$ cat config.mk
export PLATFORM = sky130hd
export DESIGN_NAME = pipe_ctrl
export DESIGN_NICKNAME = d
export VERILOG_FILES = /design/src/rtl/pipe_ctrl.sv
export SDC_FILE = /design/constraint.sdc
export NUM_CORES = 1
export LEC_CHECK = 0
export CAP_MARGIN = 25
export CORE_ASPECT_RATIO = 1.5
export CORE_MARGIN = 8
export CORE_UTILIZATION = 30
export CTS_CLUSTER_SIZE = 20
export DETAILED_ROUTE_END_ITERATION = 10
export GPL_ROUTABILITY_DRIVEN = 0
export GPL_TIMING_DRIVEN = 1
export MAX_ROUTING_LAYER = met4
export PLACE_DENSITY = 0.41
export SLEW_MARGIN = 5
export SYNTH_ARGS = -nofsm -noshare
export SYNTH_HDL_FRONTEND = slang
export SYNTH_SLANG_ARGS = --single-unit
$ cat constraint.sdc
create_clock -name clk_i -period 7.9 [get_ports clk_i]
set_clock_uncertainty 0.2 [all_clocks]
set_input_delay 1.975 -clock clk_i [delete_from_list [all_inputs] [get_ports clk_i]]
set_output_delay 1.975 -clock clk_i [all_outputs]
set_load 0.005 [all_outputs]
$ cat src/rtl/pipe_ctrl.sv
// Issue/hazard controller for an in-order pipeline.
// Tracks in-flight register writes with one small counter per architectural
// register, holds decode on RAW or counter-saturation hazards, and squashes
// fetch/decode for a fixed number of cycles after a taken branch.
module pipe_ctrl #(
    parameter int unsigned NUM_REGS     = 32,
    parameter int unsigned CNT_W        = 2,
    parameter int unsigned FLUSH_CYCLES = 2
) (
    input  logic       clk_i,
    input  logic       rstn_i,
    input  logic       issue_valid_i,
    input  logic [4:0] issue_rs1_i,
    input  logic [4:0] issue_rs2_i,
    input  logic [4:0] issue_rd_i,
    input  logic       issue_we_i,
    input  logic       exe_busy_i,
    input  logic       branch_taken_i,
    input  logic       wb_valid_i,
    input  logic       wb_we_i,
    input  logic [4:0] wb_rd_i,
    output logic       issue_ready_o,
    output logic       stall_o,
    output logic       flush_o,
    output logic       busy_o
);

    localparam logic [CNT_W-1:0] CntMax    = {CNT_W{1'b1}};
    localparam logic [CNT_W-1:0] CntOne    = CNT_W'(1);
    localparam logic [3:0]       FlushLoad = 4'(FLUSH_CYCLES - 1);

    typedef enum logic [0:0] {StRun, StFlush} state_e;

    state_e           state_q, state_d;
    logic [3:0]       flush_cnt_q, flush_cnt_d;
    logic [CNT_W-1:0] cnt_q [NUM_REGS];
    logic [CNT_W-1:0] cnt_d [NUM_REGS];
    logic             busy_q, busy_d;

    logic [CNT_W-1:0] cnt_rs1, cnt_rs2, cnt_rd, cnt_wb;
    logic             raw_hazard, sat_hazard, in_run;
    logic             issue_fire, wb_fire;

    // Counter lookups; x0 (and any address beyond NUM_REGS) reads as zero.
    always_comb begin
        cnt_rs1 = '0;
        cnt_rs2 = '0;
        cnt_rd  = '0;
        cnt_wb  = '0;
        for (int unsigned i = 1; i < NUM_REGS; i++) begin
            if (issue_rs1_i == 5'(i)) cnt_rs1 = cnt_q[i];
            if (issue_rs2_i == 5'(i)) cnt_rs2 = cnt_q[i];
            if (issue_rd_i  == 5'(i)) cnt_rd  = cnt_q[i];
            if (wb_rd_i     == 5'(i)) cnt_wb  = cnt_q[i];
        end
    end

    // Hazard detection and issue handshake; everything held low during reset.
    always_comb begin
        in_run        = (state_q == StRun);
        raw_hazard    = (cnt_rs1 != '0) || (cnt_rs2 != '0);
        sat_hazard    = issue_we_i && (cnt_rd == CntMax);
        issue_ready_o = rstn_i && !raw_hazard && !sat_hazard && !exe_busy_i &&
                        in_run && !branch_taken_i;
        stall_o       = rstn_i && issue_valid_i && !issue_ready_o && in_run &&
                        !branch_taken_i;
        issue_fire    = issue_valid_i && issue_ready_o && issue_we_i;
        wb_fire       = wb_valid_i && wb_we_i;
    end

    // In-flight counter update; simultaneous issue and writeback cancel out.
    always_comb begin
        busy_d   = 1'b0;
        cnt_d[0] = '0;
        for (int unsigned i = 1; i < NUM_REGS; i++) begin
            cnt_d[i] = cnt_q[i];
            if (issue_fire && (issue_rd_i == 5'(i)) &&
                !(wb_fire && (wb_rd_i == 5'(i)))) begin
                cnt_d[i] = cnt_q[i] + CntOne;
            end else if (wb_fire && (wb_rd_i == 5'(i)) &&
                         !(issue_fire && (issue_rd_i == 5'(i))) &&
                         (cnt_q[i] != '0)) begin
                cnt_d[i] = cnt_q[i] - CntOne;
            end
            busy_d = busy_d | (cnt_d[i] != '0);
        end
    end

    // Flush sequencer: a branch (re)loads the down-counter, zero ends the flush.
    always_comb begin
        state_d     = state_q;
        flush_cnt_d = flush_cnt_q;
        unique case (state_q)
            StRun: begin
                if (branch_taken_i) begin
                    state_d     = StFlush;
                    flush_cnt_d = FlushLoad;
                end
            end
            StFlush: begin
                if (branch_taken_i) begin
                    flush_cnt_d = FlushLoad;
                end else if (flush_cnt_q == 4'd0) begin
                    state_d = StRun;
                end else begin
                    flush_cnt_d = flush_cnt_q - 4'd1;
                end
            end
        endcase
    end

    // State registers with asynchronous clear.
    always_ff @(posedge clk_i or negedge rstn_i) begin
        if (!rstn_i) begin
            state_q     <= StRun;
            flush_cnt_q <= 4'd0;
            busy_q      <= 1'b0;
            for (int unsigned i = 0; i < NUM_REGS; i++) cnt_q[i] <= '0;
        end else begin
            state_q     <= state_d;
            flush_cnt_q <= flush_cnt_d;
            busy_q      <= busy_d;
            for (int unsigned i = 0; i < NUM_REGS; i++) cnt_q[i] <= cnt_d[i];
        end
    end

    // A writeback with nothing in flight means upstream bookkeeping is broken.
    always_ff @(posedge clk_i) begin
        if (rstn_i && wb_fire && (wb_rd_i != 5'd0)) begin
            assert (cnt_wb != '0) else $error("pipe_ctrl: writeback underflow on x%0d", wb_rd_i);
        end
    end

    assign flush_o = (state_q == StFlush);
    assign busy_o  = busy_q;

endmodule

==> results of run 1 <==
worst min path at each step:
stage / startpoint / end / slack [ns] / depth (start not counted)
global placement: flush_cnt_q[1] / flush_cnt_q[1] / 0.30 / 2
CTS: flush_cnt_q[1] / flush_cnt_q[1] / 0.32 / 2
detailed placement: flush_cnt_q[1] / flush_cnt_q[1] / 0.31 / 2
finish: flush_cnt_q[1] / flush_cnt_q[1] / 0.31 / 2
floorplan: cnt_q[42] / cnt_q[42] / 0.28 / 1
global route: cnt_q[42] / cnt_q[42] / 0.37 / 1
state kept, by name, summed over array words and instances, names as in the netlist:
name / cells
cnt_q: 62
flush_cnt_q: 4
busy_o: 1
flush_o: 1
placed cells by master (no fill, tap or decap), drive strengths merged, types with 7 or more instances in the layout:
master,count
nand3b,11
nand3,42
or3,14
nand2,85
nor4,21
xnor2,29
nor3b,9
clkdlybuf4s50,30
and3,10
inv,81
o22ai,15
and2,12
o211ai,15
a211oi,27
a2111oi,7
a211o,7
dfrtp,68
nor2b,21
buf,54
nor2,116
a311oi,10
a21o,8
nand4,34
ha,32
mux2,8
a31o,11
o21ai,52
nor3,35
mux2i,43
clkbuf,14
a21oi,47
or3b,8
a31oi,20
nand2b,28
o31ai,13
or2,10
cell type report:
type,instances,area [sq um]
Clock buffer,14,264
Clock inverter,1,7.51
Fill cell,3010,18300
Inverter,83,312
Multi-Input combinational cell,910,6070
Sequential cell,68,1700
Tap cell,346,433
Timing Repair Buffer,84,731
power groups by stage:
| stage | registers [mW] | logic [mW] | clock network, mW |
|---|---|---|---|
| after floorplan | 0.438 | 0.349 | 0 |
| after global placement | 0.496 | 0.533 | 0 |
| after detailed placement | 0.494 | 0.532 | 0 |
| after CTS | 0.487 | 0.536 | 0.408 |
| after global routing | 0.493 | 0.590 | 0.418 |
| final | 0.490 | 0.545 | 0.397 |
critical path, delay by kind of cell:
family | cells | cell delay, ns
AOI/OAI and AO/OA | 4 | 1.19
buffers and inverters | 3 | 1.65
and+or+nand+nor | 3 | 0.57
kinds of logic after synthesis:
family	synth area share (%)
compound gates	26.3
mux	6.45
flops	20.2
fa+ha+maj	4.76
xor+xnor	3.22
simple gates	31.3
buf+inv	7.74
routing by layer:
metal / vias to the layer above / GRT usage (%) / routed length, um
met5: - / - / 0
met1: 4663 / 28.5 / 16600
met3: 133 / 3.84 / 2300
met2: 444 / 42.8 / 20900
met4: 0 / 18.5 / 3390
li1: 4276 / - / -
metrics by stage:
step / power, mW / utilization (%)
final: 1.43 / 34.3
after global routing: 1.50 / 34.3
after CTS: 1.43 / 34.3
after detailed placement: 1.03 / 33.3
after global placement: 1.03 / 33.2
after floorplan: 0.787 / -
==> results.toml, run 1 <==
[outcome]
status = "finished, final reports clean"

[yosys]
syn_nets = 1188
ys_seq_elements = 68
synth_cell_types = 99
synth_area_sq_um = 8420
synth.area.top_cells = "dfrtp_1, nor2_1, mux2i_1"
yosys.area.top_type = "dfrtp_1"
ys_async_sr_fraction_pct = 100
synthFlopType = "dfrtp_1"
yosysMostFrequentCell = "nor2_1"
netlist_instances = 1128
seq_area_frac_synth_pct = 20.2
yosysTopAreaCellShare_pct = 20.2
synth_warnings = 0
synth_edf_count = 0
synth_common_cells = "nor2_1, nand2_1, inv_1, dfrtp_1, o21ai_0"
avgSynthCellArea_sq_um = 7.46

[setup_path]
cp-end-kind = "output pin"
cp_slowest_cell = "clkdlybuf4s50_1"
crit_end = "issue_ready_o"
worst_ep_required_time_ns = 5.73
crit_start = "issue_rd_i[3]"
r2r_start = "cnt_q[51]"
cp-start-kind = "primary input"
crit_path_max_fanout = 18
worstRegToRegCells = 14
cpPeakStageDelay_ns = 0.92
crit_type = "in2out"
cp.arrival_ns = 5.41
regToRegEndpoint = "busy_o"
reg2reg_setup_slack_ns = 2.66
path_cells = "clkdlybuf4s50_1 > or3_4 > o21ai_0 > a221o_1 > a221o_1 > a22o_4 > nand2_2 > nand4_2 > inv_1 > clkdlybuf4s50_1"

[floorplan]
start_util_pct = 30.3
design.core.area_sq_um = 27800
die_x_um = 153
die_area_sq_um = 33800
fp.dieH_um = 221
io_pins = 32
rows = 75

[global_route]
first_global_vias = 9310
grt_pass1_wl_um = 63000
grt_usage_pct = 26.0
antenna_found_initial = 1
overflow = 0
grt_max_degree = 45

[routing]
vias = 9516
wire_per_inst_um = 28.7
postRouteAntennaNets = 0
drtIter0Drc = 917
viasPerCell = 6.32
drc = 0
totalWireLength_um = 43200
firstDrtPassIters = 6

[timing]
fin_crit_sh_pct = 96.0
min_period_ns = 7.58
fin_tns_setup_ns = 0
setup_viol = 0
fmax_mhz = 132
max_slew.worst_pin.slew_ns = 0.991
finalHoldViolations = 0
hold_slack_ns = 0.315
slew_headroom_pct = 33.8
slew_violations = 0
rsz0062_at_grt = "no"
setup_ws_ns = 0.317

[cts]
cts_num_sinks = 68
clk_latency_ns = 0.37
clk_pin_slew_ns = 0.06
hold_buffers = 0
cts.repair.resized = 0
postCtsSetupBuffers = 0
numCtsBuffers = 9
h-tree-depth = 3
cts.path.max_buffers = 2
cts_tree = "done"
root_buffer = "clkbuf_16"

[power_and_ir_drop]
vdd_drop_max_mv = 0.118
combinationalPowerShare_pct = 38.1
switchingPower_mw = 0.608
p_int_mw = 0.825
pwr_density_cell_nw_per_um2 = 151
clockPowerShare_pct = 27.7
seq_power_share_pct = 34.2
p_leak_nw = 3.61
switching_share_pct = 42.4

[layout]
final_cells = 1506
syn2layout_area_growth_pct = 13.0
diodes = 0
final_nets = 1216
final_cell_area_sq_um = 9510
drive_above_1_share_pct = 10.3

[placement]
dp_hpwl_um = 34400
placed_area_sq_um = 9240
dpl.cell_count = 1491
dp_slack_ns = 0.433
io_buffers = 31

[job]
cap_violations = 0

[hold_path]
hold_class = "reg2reg"
Power figures use the tool's default switching activity.
==> run 2: changes to the inputs <==
PLACE_DENSITY = 0.46   (was 0.41)
==> results.toml, run 2 (same netlist as run 1, synthesis figures left out) <==
[layout]
largest_register_ffs = 62
regArea_sq_um = 1700
final_nets = 1217
layout_commonest_cell = "nor2_1"
reg.largest.list = "cnt_q: 62 flops, flush_cnt_q: 4 flops"
syn2layout_area_growth_pct = 13.2
multiInputGateArea_sq_um = 6070
drive_above_1_share_pct = 10.7
final_util_pct = 34.3
num-fill-cells = 3005
final_cells = 1509
layout_common_cells = "nor2_1, nand2_1, inv_1"
largest-register = "cnt_q"

[routing]
vias = 9530
drtIter0Drc = 921
viasPerCell = 6.32
firstDrtPassIters = 6
drc = 0
postRouteAntennaNets = 0
totalWireLength_um = 40700
wire_per_inst_um = 27.0

[global_route]
antenna_found_initial = 1
grt_pass1_wl_um = 60200
first_global_vias = 9370
overflow = 0
grt_usage_pct = 24.4
grt_max_degree = 45

[power_and_ir_drop]
vdd_drop_max_mv = 0.107
pwr_density_cell_nw_per_um2 = 148
p_leak_nw = 3.61
report.power.total_mw = 1.41

[cts]
cts.repair.resized = 0
cts_num_sinks = 68
h-tree-depth = 3
clk_latency_ns = 0.36
clk_pin_slew_ns = 0.06
postCtsSetupBuffers = 0
cts_tree = "done"
hold_buffers = 0
cts.path.max_buffers = 2
numCtsBuffers = 9
root_buffer = "clkbuf_16"

[setup_path]
cp-end-kind = "output pin"
worst_ep_required_time_ns = 5.73
cp.arrival_ns = 5.47
cp-start-kind = "primary input"
regToRegEndpoint = "busy_o"
crit_path_max_fanout = 17
crit_type = "in2out"
reg2reg_setup_slack_ns = 2.44
worstRegToRegCells = 14
r2r_start = "flush_o"

[floorplan]
die_area_sq_um = 33800
fp.dieH_um = 221
rows = 75
design.core.area_sq_um = 27800
start_util_pct = 30.3
die_x_um = 153
io_pins = 32

[timing]
fin_crit_sh_pct = 96.8
min_period_ns = 7.65
setup_viol = 0
slew_headroom_pct = 36.7
max_slew.worst_pin.slew_ns = 0.936
slew_violations = 0
fmax_mhz = 131
rsz0062_at_grt = "no"
fin_tns_setup_ns = 0
finalHoldViolations = 0

[outcome]
status = "finished, final reports clean"

[job]
cap_violations = 0

[hold_path]
hold_start = "flush_cnt_q[1]"
min_to = "flush_cnt_q[1]"
hold_depth = 2
hold_class = "reg2reg"

[placement]
dpl.cell_count = 1491
io_buffers = 31
dp_hpwl_um = 33000
run 2: cell types whose count changed in the layout (fill, tap and decap cells not counted):
cell,change
clkbuf_1,-3
clkinvlp_4,+3
clkinv_2,+2
buf_2,+1
clkbuf_8,-1
diode_2,+1
run 2: power breakdown:
group / internal [mW] / total [mW] / switching (mW)
Combinational: 0.204 / 0.533 / 0.330
Clock: 0.220 / 0.396 / 0.176
Sequential: 0.393 / 0.484 / 0.0917
run 2: stage by stage:
step	setup WS, ns	hold WS (ns)	instance area [sq um]
after global placement	0.266	0.296	9240
after global routing	0.0359	0.373	9530
after CTS	0.296	0.318	9520
final	0.253	0.313	9530
after detailed placement	0.175	0.306	9240
after floorplan	1.72	0.280	8420
run 2: worst max-delay path by stage:
stage,startpoint,to
after floorplan,issue_rd_i[4],stall_o
after global placement,issue_rd_i[3],busy_o
after detailed placement,issue_rd_i[3],busy_o
after CTS,issue_rd_i[4],stall_o
after global routing,issue_rd_i[4],stall_o
final,issue_rd_i[4],stall_o
run 2: layout make-up:
cell class	count	share of cell area, %
antenna	1	0.0263
tap	346	4.54
multi-input combinational	910	63.7
clock inverter	6	0.420
inverter	83	3.27
timing repair buffer	85	7.72
sequential	68	17.9
clock buffer	10	2.51
run 2: worst max-delay path, cell delays in order:
cell and delay [ns]:
clkdlybuf4s50_1 0.71, buf_4 0.26, or4b_2 0.60, o2bb2ai_1 0.21, nor4_1 0.09, a211oi_1 0.24
a22o_4 0.32, nand2_2 0.09, nand4_2 0.26, inv_1 0.09, nor2_1 0.11, clkdlybuf4s50_1 0.51
run 2: routing by layer:
metal  vias up  share of wire (%)  GRT usage (%)
li1       4283                  -              -
met1      4614                 36           25.1
met2       467                 48           40.5
met3       166                6.5           3.77
met4         0                9.3           20.9
met5         -                  0              -
==> run 3: changes to the inputs <==
CORE_UTILIZATION = 55   (was 30)
PLACE_DENSITY = 0.74   (was 0.46)
==> results.toml, run 3 (same netlist as run 1, synthesis figures left out) <==
[setup_path]
reg2reg_setup_slack_ns = 2.50
cp.arrival_ns = 5.63
r2r_start = "cnt_q[8]"
worst_ep_required_time_ns = 5.73
crit_type = "in2out"
cp-end-kind = "output pin"
cp-start-kind = "primary input"
crit_start = "issue_rd_i[2]"
crit_path_max_fanout = 16

[layout]
largest-register = "cnt_q"
final_cells = 1352
regArea_sq_um = 1700
layout_common_cells = "nor2_1, nand2_1, inv_1"
num-fill-cells = 1375
syn2layout_area_growth_pct = 10.1
drive_above_1_share_pct = 9.89
largest_register_ffs = 62
reg.largest.list = "cnt_q: 62 flops, flush_cnt_q: 4 flops"
final_cell_area_sq_um = 9270
multiInputGateArea_sq_um = 6070
final_util_pct = 61.5
diodes = 0
layout_commonest_cell = "nor2_1"
final_nets = 1209

[placement]
dpl.cell_count = 1335
dp_slack_ns = 0.389
placed_area_sq_um = 8970
dp_hpwl_um = 27200
io_buffers = 31

[hold_path]
hold_class = "reg2reg"
hold_start = "flush_cnt_q[1]"

[floorplan]
rows = 55
io_pins = 32
die_x_um = 117
die_area_sq_um = 19600
design.core.area_sq_um = 15100
fp.dieH_um = 168
start_util_pct = 55.9

[timing]
min_period_ns = 7.81
max_slew.worst_pin.slew_ns = 1.15
fin_crit_sh_pct = 98.8
hold_slack_ns = 0.327
rsz0062_at_grt = "no"
slew_violations = 0
finalHoldViolations = 0
slew_headroom_pct = 22.7
setup_viol = 0
fin_tns_setup_ns = 0
fmax_mhz = 128
setup_ws_ns = 0.0918

[cts]
cts_num_sinks = 68
cts.repair.resized = 0
clk_latency_ns = 0.36
root_buffer = "clkbuf_16"
numCtsBuffers = 9
cts.path.max_buffers = 2
clk_pin_slew_ns = 0.06
h-tree-depth = 3
hold_buffers = 0
cts_tree = "done"
postCtsSetupBuffers = 0

[global_route]
first_global_vias = 9403
grt_max_degree = 70
antenna_found_initial = 0
overflow = 0
grt_usage_pct = 38.3
grt_pass1_wl_um = 54600

[routing]
postRouteAntennaNets = 0
drc = 0
viasPerCell = 7.38
firstDrtPassIters = 7
wire_per_inst_um = 26.8
totalWireLength_um = 36200
vias = 9980
drtIter0Drc = 1817

[job]
cap_violations = 0

[outcome]
status = "finished, final reports clean"

[power_and_ir_drop]
vdd_drop_max_mv = 0.0944
report.power.total_mw = 1.40
p_leak_nw = 3.56
pwr_density_cell_nw_per_um2 = 151
==> run 3: changes by cell type in the layout (fill, tap and decap cells not counted) <==
cell,before,now
inv_6,0,1
buf_4,52,43
buf_1,0,1
diode_2,1,0
buf_2,1,0
clkbuf_4,0,1
clkbuf_8,1,0
clkinvlp_4,4,3
==> run 3: final cells by class <==
cell class	count	area share, %
clock buffers	9	2.43
clock inverters	6	0.445
inverters	83	3.36
multi-input cells	910	65.4
flip-flops and latches	68	18.4
well taps	199	2.69
repair buffers	77	7.28
==> run 3: path summary, 6_finish.rpt <==
path | to | cells past startpoint
hold / removal | flush_cnt_q[1] | 2
max in group asynchronous | cnt_q[35] | 3
hold reg to reg | flush_cnt_q[1] | 2
setup reg to reg | busy_o | 14
min in group asynchronous | cnt_q[26] | 2
setup / recovery | issue_ready_o | 11
==> run 3: worst max-delay path, cell delays in order <==
cell             delay, ns
clkdlybuf4s50_1       0.75
buf_4                 0.36
nand2b_1              0.21
o21ai_0               0.18
a21oi_1               0.10
nor3b_1               0.82
a211oi_4              0.08
nand2_2               0.12
nand4_2               0.22
inv_1                 0.18
clkdlybuf4s50_1       0.62
==> run 3: power breakdown <==
part	switching [mW]	internal, mW	leakage [nW]
Combinational	0.327	0.204	2.55
Clock	0.175	0.211	0.124
Sequential	0.0900	0.393	0.892
Total	0.592	0.807	3.56
==> run 3: routing by layer <==
layer	wire length [um]	global-route usage, %	vias up
met1	11900	42.1	4539
li1	-	-	4265
met4	3600	30.9	0
met3	4890	11.6	311
met2	15800	56.0	865
met5	0	-	-
